===== src/rtl/wave_sequencer.sv =====
// Programmable 8-step waveform sequencer.
// Drives the select and data inputs of an 8:1 mux at a divided tick rate.
module wave_sequencer #(
   parameter int DIV_W = 4
) (
   input  logic             clk,
   input  logic             reset,
   input  logic             load,
   input  logic [7:0]       pattern_in,
   input  logic             start,
   input  logic             stop,
   input  logic [1:0]       mode,
   input  logic [DIV_W-1:0] div,
   output logic [2:0]       sel,
   output logic [7:0]       pattern,
   output logic             running,
   output logic             done,
   output logic             wrap
);

   typedef enum logic [1:0] {
      S_IDLE = 2'd0,
      S_RUN  = 2'd1,
      S_DONE = 2'd2
   } state_t;

   typedef enum logic [1:0] {
      M_UP   = 2'd0,
      M_DOWN = 2'd1,
      M_PING = 2'd2,
      M_ONCE = 2'd3
   } mode_t;

   state_t           state, state_nx;
   mode_t            mode_q, mode_nx;
   logic [DIV_W-1:0] pre, pre_nx;
   logic             dir_down, dir_nx;
   logic [2:0]       sel_nx;
   logic [7:0]       pattern_nx;
   logic             running_nx;
   logic             done_nx;
   logic             wrap_nx;

   logic             tick;
   logic [2:0]       adv_sel;
   logic             adv_dir;
   logic             adv_wrap;
   logic             adv_end;

   // A tick fires when the prescaler reaches the live divider value.
   assign tick = (pre == div);

   // Next step index for the latched mode, assuming a tick happens.
   always_comb begin
      adv_sel  = sel;
      adv_dir  = dir_down;
      adv_wrap = 1'b0;
      adv_end  = 1'b0;
      unique case (mode_q)
         M_UP: begin
            adv_sel  = sel + 3'd1;
            adv_wrap = (sel == 3'd7);
         end
         M_DOWN: begin
            adv_sel  = sel - 3'd1;
            adv_wrap = (sel == 3'd0);
         end
         M_PING: begin
            if (!dir_down) begin
               if (sel == 3'd7) begin
                  adv_sel = 3'd6;
                  adv_dir = 1'b1;
               end else begin
                  adv_sel = sel + 3'd1;
               end
            end else begin
               if (sel == 3'd0) begin
                  adv_sel = 3'd1;
                  adv_dir = 1'b0;
               end else begin
                  adv_sel  = sel - 3'd1;
                  adv_wrap = (sel == 3'd1);
               end
            end
         end
         M_ONCE: begin
            if (sel == 3'd7) begin
               adv_end = 1'b1;
            end else begin
               adv_sel = sel + 3'd1;
            end
         end
      endcase
   end

   // Next-state and next-output logic; stop outranks tick and start.
   always_comb begin
      state_nx   = state;
      mode_nx    = mode_q;
      pre_nx     = pre;
      dir_nx     = dir_down;
      sel_nx     = sel;
      done_nx    = 1'b0;
      wrap_nx    = 1'b0;
      pattern_nx = load ? pattern_in : pattern;
      case (state)
         S_IDLE, S_DONE: begin
            if (start && !stop) begin
               state_nx = S_RUN;
               mode_nx  = mode_t'(mode);
               pre_nx   = '0;
               dir_nx   = 1'b0;
               sel_nx   = (mode == M_DOWN) ? 3'd7 : 3'd0;
            end else if (stop) begin
               state_nx = S_IDLE;
            end
         end
         S_RUN: begin
            if (stop) begin
               state_nx = S_IDLE;
            end else if (tick) begin
               pre_nx = '0;
               if (adv_end) begin
                  state_nx = S_DONE;
                  done_nx  = 1'b1;
               end else begin
                  sel_nx  = adv_sel;
                  dir_nx  = adv_dir;
                  wrap_nx = adv_wrap;
               end
            end else begin
               pre_nx = pre + 1'b1;
            end
         end
         default: begin
            state_nx = S_IDLE;
         end
      endcase
      running_nx = (state_nx == S_RUN);
   end

   // State and registered outputs.
   always_ff @(posedge clk) begin
      if (reset) begin
         state    <= S_IDLE;
         mode_q   <= M_UP;
         pre      <= '0;
         dir_down <= 1'b0;
         sel      <= 3'd0;
         pattern  <= 8'h00;
         running  <= 1'b0;
         done     <= 1'b0;
         wrap     <= 1'b0;
      end else begin
         state    <= state_nx;
         mode_q   <= mode_nx;
         pre      <= pre_nx;
         dir_down <= dir_nx;
         sel      <= sel_nx;
         pattern  <= pattern_nx;
         running  <= running_nx;
         done     <= done_nx;
         wrap     <= wrap_nx;
      end
   end

endmodule


===== config.mk =====
export PLATFORM = sky130hd
export DESIGN_NAME = wave_sequencer
export DESIGN_NICKNAME = d
export VERILOG_FILES = /design/src/rtl/wave_sequencer.sv
export SDC_FILE = /design/constraint.sdc
export NUM_CORES = 1
export LEC_CHECK = 0
export ABC_AREA = 1
export CORE_ASPECT_RATIO = 2
export CORE_MARGIN = 1
export CORE_UTILIZATION = 43
export CTS_BUF_LIST = sky130_fd_sc_hd__clkbuf_4 sky130_fd_sc_hd__clkbuf_8 sky130_fd_sc_hd__clkbuf_16
export CTS_CLUSTER_SIZE = 24
export DETAILED_ROUTE_END_ITERATION = 12
export PLACE_DENSITY = 0.76
export REMOVE_ABC_BUFFERS = 1
export SLEW_MARGIN = 15
export SYNTH_ARGS = -nofsm -noshare
export SYNTH_HDL_FRONTEND = slang
export SYNTH_SLANG_ARGS = --single-unit
export TNS_END_PERCENT = 100

===== constraint.sdc =====
create_clock -name clk -period 3.05 [get_ports clk]
set_input_delay 0.61 -clock clk [delete_from_list [all_inputs] [get_ports clk]]
set_output_delay 0.61 -clock clk [all_outputs]
set_load 0.01 [all_outputs]

# Word-level counts from Yosys, hierarchy flattened
# Cells that the tools add are included.
# op_classes
n_addsub	3
n_mul	0
n_div	0
magnitude_cmp	0
eq_ne	16
n_shift	0
muxes	35
bitwise_logic	2
reduce_logical	13
# op_table
cell	n
$mux 3	9
$mux 1	12
$mux 4	3
$pmux 3 s4	1
$reduce_and 6->1	2
$mux 2	5
$eq 2x1->1 const B	4
$ne 2x2->1 const B	4
$pmux 4 s2	1
$eq 2x2->1 const B	3
$pmux 3 s2	1
$reduce_or 5->1	1
$add 4x1->4 const B	1
$eq 4x4->1	1
$logic_not 2->1	2
$pmux 2 s2	1
$reduce_or 4->1	1
$add 3x1->3 const B	1
$eq 3x1->1 const B	1
$eq 3x3->1 const B	1
$logic_not 3->1	1
$ne 3x3->1 const B	1
$pmux 1 s3	1
$reduce_and 3->1	1
9 further kinds	10
# word_totals
ff_bits	23
latchBits	0
mem_bits_rw	0
rom_bits	0
out_inout_bits	14
word_cells	78
n_memories	0

# Longest topological paths before layout
# logic_depth
ltp_word	8
depth_mapped	11

# Worst setup path after synthesis
# No wires, ideal clock.
# synth_path
kind	register to register
startpoint	register sel[0]
endpoint	register sel[2]
setup_time_ps	113
arrival_time_ps	1383
t_required_ps	2937
path_slack_ps	1554
path_stages_with_launch	9
n_path_buf	0
path_cell_list	dfxtp_1 inv_1 ha_1 ha_1 o21ai_0 o21ai_0 nand2_1 nor2_1 nor2_1
# synth_via
elab_chain_len	8
word_cells_on_any_way	18
classes_between	2 x add/sub; 3 x eq/ne; 11 x mux; 2 x reduce/logical
# synth_rtl
element	line_no	rtl
start, declared	14	output logic [2:0] sel,
start signal, assigned	159	sel <= sel_nx;
$add 3x1->3, or another cell as far along	61, 74, 90	
$mux 3, on equally long branches	70, 77	
$mux 3	69	if (!dir_down) begin
$pmux 3 s4	59	unique case (mode_q)
$mux 3	123	if (adv_end) begin
$mux 3	121	end else if (tick) begin
$mux 3	119	if (stop) begin
$pmux 3 s2	106	case (state)
# Parallel ways exist; a longest one is shown, timed or not. The select of a mux whose other input is x is not followed.
# A chain may end at the register's enable or synchronous reset.

# Final worst setup path
# layout_path
startpoint	register sel[0]
endpoint	output port sel[0]
# No word-level cell between the ends.

==> summary.md <==
| Metric | Value |
|---|---|
| Initial core utilization | `0.454` |
| Psw | `192 uW` |
| H-tree Lvls | `1` |
| VDD IR max | `0.323 mV` |
| Nets | `264` |
| Clock sink count | `23` |
| Pins Over Slew Limit | `0` |
| Placed standard-cell area | `1700 sq um` |
| Setup slack, reg-to-reg | `1.38 ns` |
| Synth Area per Inst | `6.89 sq um` |
| Io pins | `33` |
| Area of the mapped netlist | `1350 sq um` |
| Row cnt | `28` |
| Synth top area share | `0.341` |
| Leakage | `0.809 nW` |
| Register share of total power | `0.480` |
| Critical-path maximum fanout | `6` |
| Drt wl/cell | `11.0 um` |
| Max stage delay on crit path | `0.57 ns` |
| Grt ovf | `0` |
| Area grow syn2layout | `29.3%` |
| Tightest Pin Transition | `0.382 ns` |
| Most instantiated library cell after synthesis | `nand2_1` |
| Unique masters post-synth | `20` |
| Post-synthesis sequential area ratio | `0.341` |
| Reg2reg path depth | `8` |
| Synthesized instance count | `196` |
| Clock Pin Slew Worst Setup and Hold Paths | `0.08 ns` |
| CTS tree | `yes` |
| Hold bufs inserted after CTS | `0` |
| Hold Path Class | `flip-flop to flip-flop` |
| CTS root buf | `clkbuf_8` |
| Synthesis-stage register bit count | `23` |
| Critical path class | `flip-flop to primary output` |
| Final min period | `1.88 ns` |
| Final Hold Fails | `0` |
| Clk buf depth | `2` |
| Setup-failing EPs final | `0` |
| CP endpoint kind | `primary output` |
| Critical path buffer and inverter count | `1` |
| # Post-CTS Setup Buffers | `0` |
| CTS Buf Count | `3` |
| DIE WIDTH | `41.6 um` |
| Int Pwr | `494 uW` |
| Critical Path, Cell by Cell | `clkdlybuf4s50_1` |
| Final worst-path cycle share | `0.616` |
| Status | `completed` |
| Max Cap Viol | `0` |
| Clk Latency, worst-skew pair | `0.27 ns` |
| Crit Reg-Reg Endpoint | `sel[0]` |
| Post-CTS Resized | `0` |
| Final hold slack | `0.505 ns` |
| Design area | `1750 sq um` |
| Sw Ratio | `0.280` |
| Core footprint | `2980 sq um` |
| Fmax | `532 MHz` |
| CP arrival | `1.27 ns` |
| Routability cong. | `0.945` |
| Final WL | `2.87 mm` |
| Pin count of the biggest net entering global routing | `16` |
| Setup TNS | `0 ns` |
| Syn. warnings | `0` |
| Main flop type after synthesis | `dfxtp_1` |
| First-pass GRT wire length | `4.97 mm` |
| Drt pass-1 iters | `4` |
| Crit path max-delay family | `buffers and inverters` |
| CP startpoint kind | `flip-flop` |
| Die Y | `81.3 um` |
| Pre-CTS setup slack | `1.10 ns` |
| Power density over cell area | `393 nW/um^2` |
| Combinational power share | `0.229` |
| # fillers | `294` |
| Worst Hold Path EP | `pattern[6]` |
| Layout cells sized above 1 | `0.0563` |
| Total track usage | `0.187` |
| 1st-iter DRT viols | `18` |
| Worst r2r src | `sel[0]` |
| HP Start | `pattern[6]` |
| Antenna violations before repair | `0` |
| Hold path depth | `2` |
| Port Buffers | `32` |
| Residual DRC | `0` |
| CP max stage cell | `clkdlybuf4s50_1` |
| ANT nets after route | `0` |
| Clk pwr share | `0.290` |
| Antenna fix cells | `0` |
| Skew final | `0.00407 ns` |
| Asr flop ratio synth | `0` |
| RSZ-0062 raised after global routing | `false` |
| Critical path required time | `2.44 ns` |
| Worst rel slew slack | `0.745` |
| Number of global-route vias before repair | `1254` |
| Synth area leaders | `dfxtp_1 34%, nand2_1 13%, ha_1 12%, nor2_1 9.2%, inv_1 7.8%` |
| Vias per cell | `4.93` |
| Setup ws final | `1.17 ns` |
| Largest area contributor in the netlist | `dfxtp_1` |
| Instance count on the critical path | `1` |
| Post-synth top cells | `47 x nand2_1, 33 x nor2_1, 28 x inv_1` |
| Final HPWL DP | `2.36 mm` |
| Routed vias | `1286` |
| Die area | `3380 sq um` |
| Post-synth EDFFs | `0` |
metal layers:
metal,vias to the layer above,GRT usage,routed length [um],share of wire
li1,684,-,-,-
met1,577,0.190,1130,0.39
met2,17,0.358,1620,0.56
met3,8,0.0200,43,0.015
met4,0,0.106,74,0.026
met5,-,0,0,0
sequential cells by signal, summed over array words and instances, names as in the netlist:
signal	count
pattern	8
mode_q	2
pre	4
state	2
dir_down	1
wrap	1
done	1
running	1
sel	3
cell families (layout without fill, tap and decap cells):
kind of cell | after synthesis | in the layout | synth area share
fa+ha+maj | 13 | 13 | 0.120
flops | 23 | 23 | 0.341
compound gates | 27 | 27 | 0.108
simple gates | 102 | 102 | 0.335
xor+xnor | 1 | 1 | 0.00648
buf+inv | 30 | 65 | 0.0889
area by class of cell:
cell class                 count  area, sq um  share of cell area
timing repair buffer          32          320               0.183
multi-input combinational    143          771               0.441
tap                           30         37.5              0.0215
sequential                    23          460               0.264
inverter                      29          109              0.0623
clock buffer                   4         48.8              0.0279
power by group through the flow:
stage | Clock, mW | Sequential [mW] | Combinational [mW]
2_1_floorplan | 0 | 0.341 | 0.0861
3_3_place_gp | 0 | 0.337 | 0.157
3_5_place_dp | 0 | 0.337 | 0.158
6_report | 0.199 | 0.330 | 0.157
4_1_cts | 0.202 | 0.330 | 0.159
5_1_grt | 0.213 | 0.333 | 0.180
cells in the final DEF, fill, tap and decap left out:
| cell | instances |
|---|---|
| inv_1 | 28 |
| a21oi_1 | 11 |
| nor3_1 | 3 |
| nand3_4 | 1 |
| or2_2 | 1 |
| xor2_1 | 1 |
| nand4_1 | 4 |
| nand2_2 | 2 |
| nand2_4 | 2 |
| inv_2 | 1 |
| nor2_1 | 33 |
| nand3_1 | 7 |
| ha_1 | 13 |
| clkbuf_8 | 3 |
| nor2_4 | 1 |
| o21ai_4 | 1 |
| clkdlybuf4s50_1 | 32 |
| dfxtp_1 | 23 |
| clkbuf_4 | 1 |
| o21ai_0 | 15 |
| nand2_1 | 47 |
| nand3b_1 | 1 |
worst max path at each step:
stage               endpoint   start  slack (ns)
finish                sel[0]  sel[0]        1.17
global route          sel[0]  sel[0]        1.09
CTS                   sel[0]  sel[0]        1.16
detailed placement    sel[1]  div[3]        1.10
global placement      sel[0]  div[3]        1.12
floorplan             sel[2]  sel[0]        1.55
through the flow:
step / total power [mW] / cells / util
after global placement: 0.494 / 257 / 0.570
after global routing: 0.726 / 261 / 0.587
after detailed placement: 0.495 / 257 / 0.570
after CTS: 0.691 / 261 / 0.587
final: 0.686 / 261 / 0.587
after floorplan: 0.427 / 195 / -
worst min-delay path: cells and delay by family (launching register included):
| family | cells | cell delay, ns |
|---|---|---|
| flip-flops | 1 | 0.33 |
| AND/OR/NAND/NOR | 1 | 0.07 |
| AO/OA/AOI/OAI | 1 | 0.07 |
No activity file was read; power rests on OpenSTA's default activity.
